$ cat src/rtl/issue_scoreboard.sv
// In-order issue / out-of-order writeback / in-order commit scoreboard.
// Optional result forwarding to issue hazard lookups is enabled by defining SB_FORWARD_EN.
module issue_scoreboard #(
  parameter int unsigned NR_ENTRIES = 8,
  parameter int unsigned NR_WB_PORTS = 4,
  localparam int unsigned TRANS_ID_BITS = $clog2(NR_ENTRIES)
) (
  input  logic                                   clk_i,
  input  logic                                   rst_i,
  input  logic                                   flush_i,
  input  logic                                   issue_valid_i,
  output logic                                   issue_ready_o,
  input  logic [63:0]                            issue_pc_i,
  input  logic [4:0]                             issue_rd_i,
  output logic [TRANS_ID_BITS-1:0]               issue_trans_id_o,
  input  logic [NR_WB_PORTS-1:0]                 wb_valid_i,
  input  logic [NR_WB_PORTS*TRANS_ID_BITS-1:0]   wb_trans_id_i,
  input  logic [NR_WB_PORTS*64-1:0]              wb_data_i,
  input  logic [NR_WB_PORTS-1:0]                 wb_ex_valid_i,
  output logic                                   commit_valid_o,
  input  logic                                   commit_ack_i,
  output logic [63:0]                            commit_pc_o,
  output logic [4:0]                             commit_rd_o,
  output logic [63:0]                            commit_result_o,
  output logic                                   commit_ex_o,
  input  logic [4:0]                             rs1_i,
  input  logic [4:0]                             rs2_i,
  output logic                                   rs1_busy_o,
  output logic                                   rs2_busy_o,
  output logic                                   rs1_fwd_valid_o,
  output logic                                   rs2_fwd_valid_o,
  output logic [63:0]                            rs1_fwd_o,
  output logic [63:0]                            rs2_fwd_o
);

  localparam int unsigned CNT_BITS = TRANS_ID_BITS + 1;

  logic [63:0]              pc_q     [NR_ENTRIES];
  logic [63:0]              pc_d     [NR_ENTRIES];
  logic [4:0]               rd_q     [NR_ENTRIES];
  logic [4:0]               rd_d     [NR_ENTRIES];
  logic [63:0]              result_q [NR_ENTRIES];
  logic [63:0]              result_d [NR_ENTRIES];
  logic [NR_ENTRIES-1:0]    valid_q, valid_d;
  logic [NR_ENTRIES-1:0]    ex_q, ex_d;
  logic [TRANS_ID_BITS-1:0] issue_ptr_q, issue_ptr_d;
  logic [TRANS_ID_BITS-1:0] commit_ptr_q, commit_ptr_d;
  logic [CNT_BITS-1:0]      count_q, count_d;

  logic [NR_ENTRIES-1:0]    occ_c;
  logic                     do_issue, do_commit;

  assign issue_ready_o    = (count_q != CNT_BITS'(NR_ENTRIES));
  assign issue_trans_id_o = issue_ptr_q;
  assign commit_valid_o   = (count_q != '0) && valid_q[commit_ptr_q];
  assign commit_pc_o      = pc_q[commit_ptr_q];
  assign commit_rd_o      = rd_q[commit_ptr_q];
  assign commit_result_o  = result_q[commit_ptr_q];
  assign commit_ex_o      = ex_q[commit_ptr_q];
  assign do_issue         = issue_valid_i && issue_ready_o;
  assign do_commit        = commit_ack_i && commit_valid_o;

  // A slot is occupied when its distance from commit_ptr is below the count.
  always_comb begin
    logic [TRANS_ID_BITS-1:0] off;
    occ_c = '0;
    for (int unsigned i = 0; i < NR_ENTRIES; i++) begin
      off      = TRANS_ID_BITS'(i) - commit_ptr_q;
      occ_c[i] = (CNT_BITS'(off) < count_q);
    end
  end

  // Next-state: issue write, writebacks (higher port wins), commit clears last, flush dominates.
  always_comb begin
    logic [TRANS_ID_BITS-1:0] id;
    pc_d         = pc_q;
    rd_d         = rd_q;
    result_d     = result_q;
    valid_d      = valid_q;
    ex_d         = ex_q;
    issue_ptr_d  = issue_ptr_q;
    commit_ptr_d = commit_ptr_q;
    count_d      = count_q;
    id           = '0;
    if (do_issue) begin
      pc_d[issue_ptr_q]    = issue_pc_i;
      rd_d[issue_ptr_q]    = issue_rd_i;
      valid_d[issue_ptr_q] = 1'b0;
      ex_d[issue_ptr_q]    = 1'b0;
      issue_ptr_d          = issue_ptr_q + TRANS_ID_BITS'(1);
    end
    for (int unsigned k = 0; k < NR_WB_PORTS; k++) begin
      id = wb_trans_id_i[k*TRANS_ID_BITS +: TRANS_ID_BITS];
      if (wb_valid_i[k] && occ_c[id]) begin
        result_d[id] = wb_data_i[k*64 +: 64];
        valid_d[id]  = 1'b1;
        ex_d[id]     = wb_ex_valid_i[k];
      end
    end
    if (do_commit) begin
      valid_d[commit_ptr_q] = 1'b0;
      ex_d[commit_ptr_q]    = 1'b0;
      commit_ptr_d          = commit_ptr_q + TRANS_ID_BITS'(1);
    end
    if (do_issue && !do_commit) count_d = count_q + CNT_BITS'(1);
    else if (!do_issue && do_commit) count_d = count_q - CNT_BITS'(1);
    if (flush_i) begin
      valid_d      = '0;
      ex_d         = '0;
      issue_ptr_d  = '0;
      commit_ptr_d = '0;
      count_d      = '0;
    end
  end

  always_ff @(posedge clk_i or posedge rst_i) begin
    if (rst_i) begin
      for (int unsigned i = 0; i < NR_ENTRIES; i++) begin
        pc_q[i]     <= '0;
        rd_q[i]     <= '0;
        result_q[i] <= '0;
      end
      valid_q      <= '0;
      ex_q         <= '0;
      issue_ptr_q  <= '0;
      commit_ptr_q <= '0;
      count_q      <= '0;
    end else begin
      pc_q         <= pc_d;
      rd_q         <= rd_d;
      result_q     <= result_d;
      valid_q      <= valid_d;
      ex_q         <= ex_d;
      issue_ptr_q  <= issue_ptr_d;
      commit_ptr_q <= commit_ptr_d;
      count_q      <= count_d;
    end
  end

  // Register-busy lookup over occupied entries; x0 is never busy.
  always_comb begin
    rs1_busy_o = 1'b0;
    rs2_busy_o = 1'b0;
    for (int unsigned i = 0; i < NR_ENTRIES; i++) begin
      if (occ_c[i] && rd_q[i] == rs1_i && rs1_i != 5'd0) rs1_busy_o = 1'b1;
      if (occ_c[i] && rd_q[i] == rs2_i && rs2_i != 5'd0) rs2_busy_o = 1'b1;
    end
  end

`ifdef SB_FORWARD_EN
  // Walk oldest to youngest so the last match is the youngest writer.
  always_comb begin
    logic [TRANS_ID_BITS-1:0] idx;
    logic [TRANS_ID_BITS-1:0] rs1_idx, rs2_idx;
    logic                     rs1_hit, rs2_hit;
    idx     = '0;
    rs1_idx = '0;
    rs2_idx = '0;
    rs1_hit = 1'b0;
    rs2_hit = 1'b0;
    for (int unsigned j = 0; j < NR_ENTRIES; j++) begin
      idx = commit_ptr_q + TRANS_ID_BITS'(j);
      if (CNT_BITS'(j) < count_q) begin
        if (rd_q[idx] == rs1_i) begin
          rs1_hit = 1'b1;
          rs1_idx = idx;
        end
        if (rd_q[idx] == rs2_i) begin
          rs2_hit = 1'b1;
          rs2_idx = idx;
        end
      end
    end
    rs1_fwd_valid_o = rs1_hit && (rs1_i != 5'd0) && valid_q[rs1_idx] && !ex_q[rs1_idx];
    rs2_fwd_valid_o = rs2_hit && (rs2_i != 5'd0) && valid_q[rs2_idx] && !ex_q[rs2_idx];
    rs1_fwd_o       = rs1_fwd_valid_o ? result_q[rs1_idx] : 64'd0;
    rs2_fwd_o       = rs2_fwd_valid_o ? result_q[rs2_idx] : 64'd0;
  end
`else
  assign rs1_fwd_valid_o = 1'b0;
  assign rs2_fwd_valid_o = 1'b0;
  assign rs1_fwd_o       = 64'd0;
  assign rs2_fwd_o       = 64'd0;
`endif

endmodule
$ cat config.mk
export PLATFORM = sky130hd
export DESIGN_NAME = issue_scoreboard
export DESIGN_NICKNAME = d
export VERILOG_FILES = /design/src/rtl/issue_scoreboard.sv
export SDC_FILE = /design/constraint.sdc
export NUM_CORES = 2
export LEC_CHECK = 0
export CAP_MARGIN = 20
export CORE_MARGIN = 2
export CORE_UTILIZATION = 30
export DETAILED_ROUTE_END_ITERATION = 6
export PLACE_DENSITY_LB_ADDON = 0.1
export SYNTH_ARGS = -nofsm -noshare
export SYNTH_HDL_FRONTEND = slang
export SYNTH_SLANG_ARGS = --single-unit
$ cat constraint.sdc
create_clock -name clk_i -period 76.4 [get_ports clk_i]
set_clock_uncertainty 0.1 [all_clocks]
set_input_delay 22.92 -clock clk_i [delete_from_list [all_inputs] [get_ports clk_i]]
set_output_delay 22.92 -clock clk_i [all_outputs]
set_load 0.01 [all_outputs]
==> impl_metrics.toml <==
[worst_setup_path]
crit_path_start_kind = "input port"
worstPathArrival_ns = 25.31
crit_required_ns = 53.38
worst-path-max-fanout = 9
endpoint_kind = "output port"
path_class = "in -> out"
reg2reg_slack_ns = 70.37

[global_route]
antenna_found_initial = 92
grt_pass1_vias = 59151
grt_use_total_pct = 27.62
grt_pass1_wl_um = 464400
grt.overflow.total = 0
grt_max_degree = 147

[final_layout]
final_nets = 7120
fin_cells = 9895
layout_common_cells = "dfrtp_1 (1,086), nand2_1 (840), mux2_2 (616)"
layout_commonest_cell = "dfrtp_1"
finish.utilization_pct = 35.45
drive_gt1_share_pct = 19.51
area_growth_pct = 17.32

[power]
p_int_mw = 1.673
pwr-share-clk_pct = 28.1
fin_total_pwr_mw = 2.543
p_comb_share_pct = 35.4
p_sw_share_pct = 34.21
p_per_area_nw_per_um2 = 31.53
seqPwrFrac_pct = 36.5
p_leak_nw = 35.73
power.switching_mw = 0.8698
irDropWorstVdd_uv = 25.58

[logic_synthesis]
synth_xor_area_share_pct = 1.121
synth_warnings = 0
synth_seq_cells = 1090
synth_seq_area_share_pct = 39.68
syn_inst = 6750
synth_area_per_cell_sq_um = 10.18
synth_top_family_by_area = "multiplexers"
synth_mux_area_share_pct = 25.57
synthAdderAreaFrac_pct = 0.4296
synthSimpleGateAreaFrac_pct = 13.96
synth_compound_area_share_pct = 13.06
async_flop_share_pct = 100.0
yosysUniqueCellTypes = 80
synth_edf_count = 0
netlist_area_sq_um = 68730
ys.flop_type = "dfrtp_1"

[clock_tree]
clkSlewWorstSetupHoldPaths_ns = 0.05
cts_resized = 0
clkSinkCount = 1090
post-cts-setup-buffers = 0
clockRootBuffer = "clkbuf_16"
cts_tree = "yes"
clock_path_buffers = 3
insertion_delay_ns = 0.84
htreeDepth = 4
cts_hold_buffers = 0
cts_buffers = 147

[detailed_routing]
viasPerCell = 6.052
drtIter0Drc = 6120
wl_per_cell_um = 33.36
drtPass1Iterations = 7
route.detailed.drc = 3
ant_nets = 0
wl_um = 330100
num_vias = 59889

[min_path]
hold_path.class = "reg -> reg"

[sta]
max-slew-margin-rel_pct = 20.24
rsz0062_at_grt = "false"
setup_tns_ns = 0
finalHoldViolations = 0
min_period_over_period_pct = 63.26
fmax_mhz = 20.69
worst_pin_slew_ns = 1.196
setup_slack_ns = 28.07
fin_crit_ns = 48.33
setup_violations = 0
maxSlewViolCount = 0

[place]
gp_congestion = 0.8324
dpl.cell_count = 9596
numPortBuffers = 500
dp_slack_ns = 28.05
hpwl_um = 185700

[die]
start_util_pct = 30.21
dieArea_sq_um = 233000
coreArea_sq_um = 227500
die_h_um = 482.7
rows = 175
io_pins = 631
die_w_um = 482.7

[run]
maxCapViolCount = 0

[status]
violations = "DRC"
status = "finished, violations left"
==> cell usage after synthesis (17+ instances only) <==
| cell type | n | share of area (%) |
|---|---|---|
| buf_1 | 144 | 0.79 |
| o211ai_1 | 64 | 0.70 |
| a211oi_1 | 73 | 0.80 |
| nor3_1 | 277 | 2.0 |
| mux2i_1 | 455 | 6.6 |
| and3_1 | 196 | 1.8 |
| a21oi_1 | 139 | 1.0 |
| ha_1 | 22 | 0.40 |
| mux2_2 | 616 | 10 |
| clkbuf_2 | 19 | 0.14 |
| o221ai_1 | 37 | 0.47 |
| o22ai_1 | 67 | 0.61 |
| a311oi_1 | 34 | 0.43 |
| or4_1 | 58 | 0.63 |
| inv_1 | 25 | 0.14 |
| xor2_1 | 38 | 0.48 |
| clkbuf_1 | 579 | 3.2 |
| o311ai_0 | 29 | 0.37 |
| a221oi_1 | 98 | 1.2 |
| nand3_1 | 122 | 0.89 |
| nor4_1 | 17 | 0.15 |
| xnor2_1 | 50 | 0.64 |
| o32a_1 | 128 | 1.9 |
| o21ai_0 | 34 | 0.25 |
| a211o_1 | 63 | 0.80 |
| buf_2 | 70 | 0.51 |
| a31oi_1 | 71 | 0.65 |
| dfrtp_1 | 1090 | 40 |
| o31a_1 | 36 | 0.46 |
| mux4_2 | 270 | 8.8 |
| nand2_1 | 845 | 4.6 |
| or3_1 | 103 | 0.94 |
| nor2_1 | 427 | 2.3 |
| o31ai_1 | 67 | 0.73 |
| buf_4 | 131 | 1.4 |
| a221o_1 | 127 | 1.8 |
==> per-layer routing <==
| metal | wire length [um] | GRT usage (%) | part of all wire (%) |
|---|---|---|---|
| met1 | 137200 | 36.27 | 42 |
| met2 | 150300 | 43.31 | 46 |
| met3 | 27860 | 6.503 | 8.4 |
| met4 | 14320 | 11.99 | 4.3 |
| met5 | 407 | 0 | 0.12 |
==> sequential cells by signal, summed over array words and instances (netlist names) <==
register,flops
commit_ptr_q,3
count_q,4
ex_q,8
issue_trans_id_o,3
pc_q,512
rd_q,40
result_q,512
valid_q,8
==> power by group through the flow <==
stage          combinational, mW  clock [mW]  sequential (mW)
4_1_cts                    0.896       0.731            0.924
5_1_grt                    0.966       0.754            0.952
3_3_place_gp               0.876           0            0.929
6_report                   0.900       0.713            0.929
2_1_floorplan              0.611           0            0.888
3_5_place_dp               0.891           0            0.933
==> kinds of logic (layout without fill, tap and decap cells) <==
group           after synthesis  count (layout)
simple gates               2104            2104
mux                        1341            1341
compound gates             1133            1133
flops                      1090            1090
buf+inv                     970             939
xor+xnor                     88              88
fa+ha+maj                    23              23
other cells                   1             168
==> through the flow <==
step / instance area, sq um / hold WS (ns)
3_5_place_dp: 75540 / 0.3874
6_report: 80640 / 0.3981
3_3_place_gp: 75510 / 0.3815
2_1_floorplan: 69220 / 0.3739
5_1_grt: 80600 / 0.4070
4_1_cts: 80520 / 0.4002
==> area by class of cell <==
class | count | area, sq um
Fill cell | 22546 | 146900
Inverter | 27 | 118.9
Antenna cell | 38 | 95.09
Sequential cell | 1090 | 27290
Timing Repair Buffer | 652 | 6220
Clock buffer | 223 | 4324
Clock inverter | 37 | 650.6
Multi-Input combinational cell | 4819 | 38180
Tap cell | 3009 | 3765
==> critical path: stages <==
cell,delay [ns]
clkdlybuf4s50_1,0.73
xor2_1,0.28
nor3_1,0.26
nand3_1,0.11
o22ai_1,0.16
nor3_1,0.11
a21oi_1,0.16
clkdlybuf4s50_1,0.57
==> final timing paths <==
check	start	end	cells after the start
worst max-delay path	rs2_i[2]	rs2_busy_o	8
worst min-delay path	pc_q[386]	pc_q[386]	1
worst max register to register	commit_ptr_q[0]	result_q[364]	9
worst min register to register	pc_q[386]	pc_q[386]	1
max in group asynchronous	rst_i	pc_q[504]	5
min in group asynchronous	rst_i	pc_q[73]	2
Power figures use the tool's default switching activity.
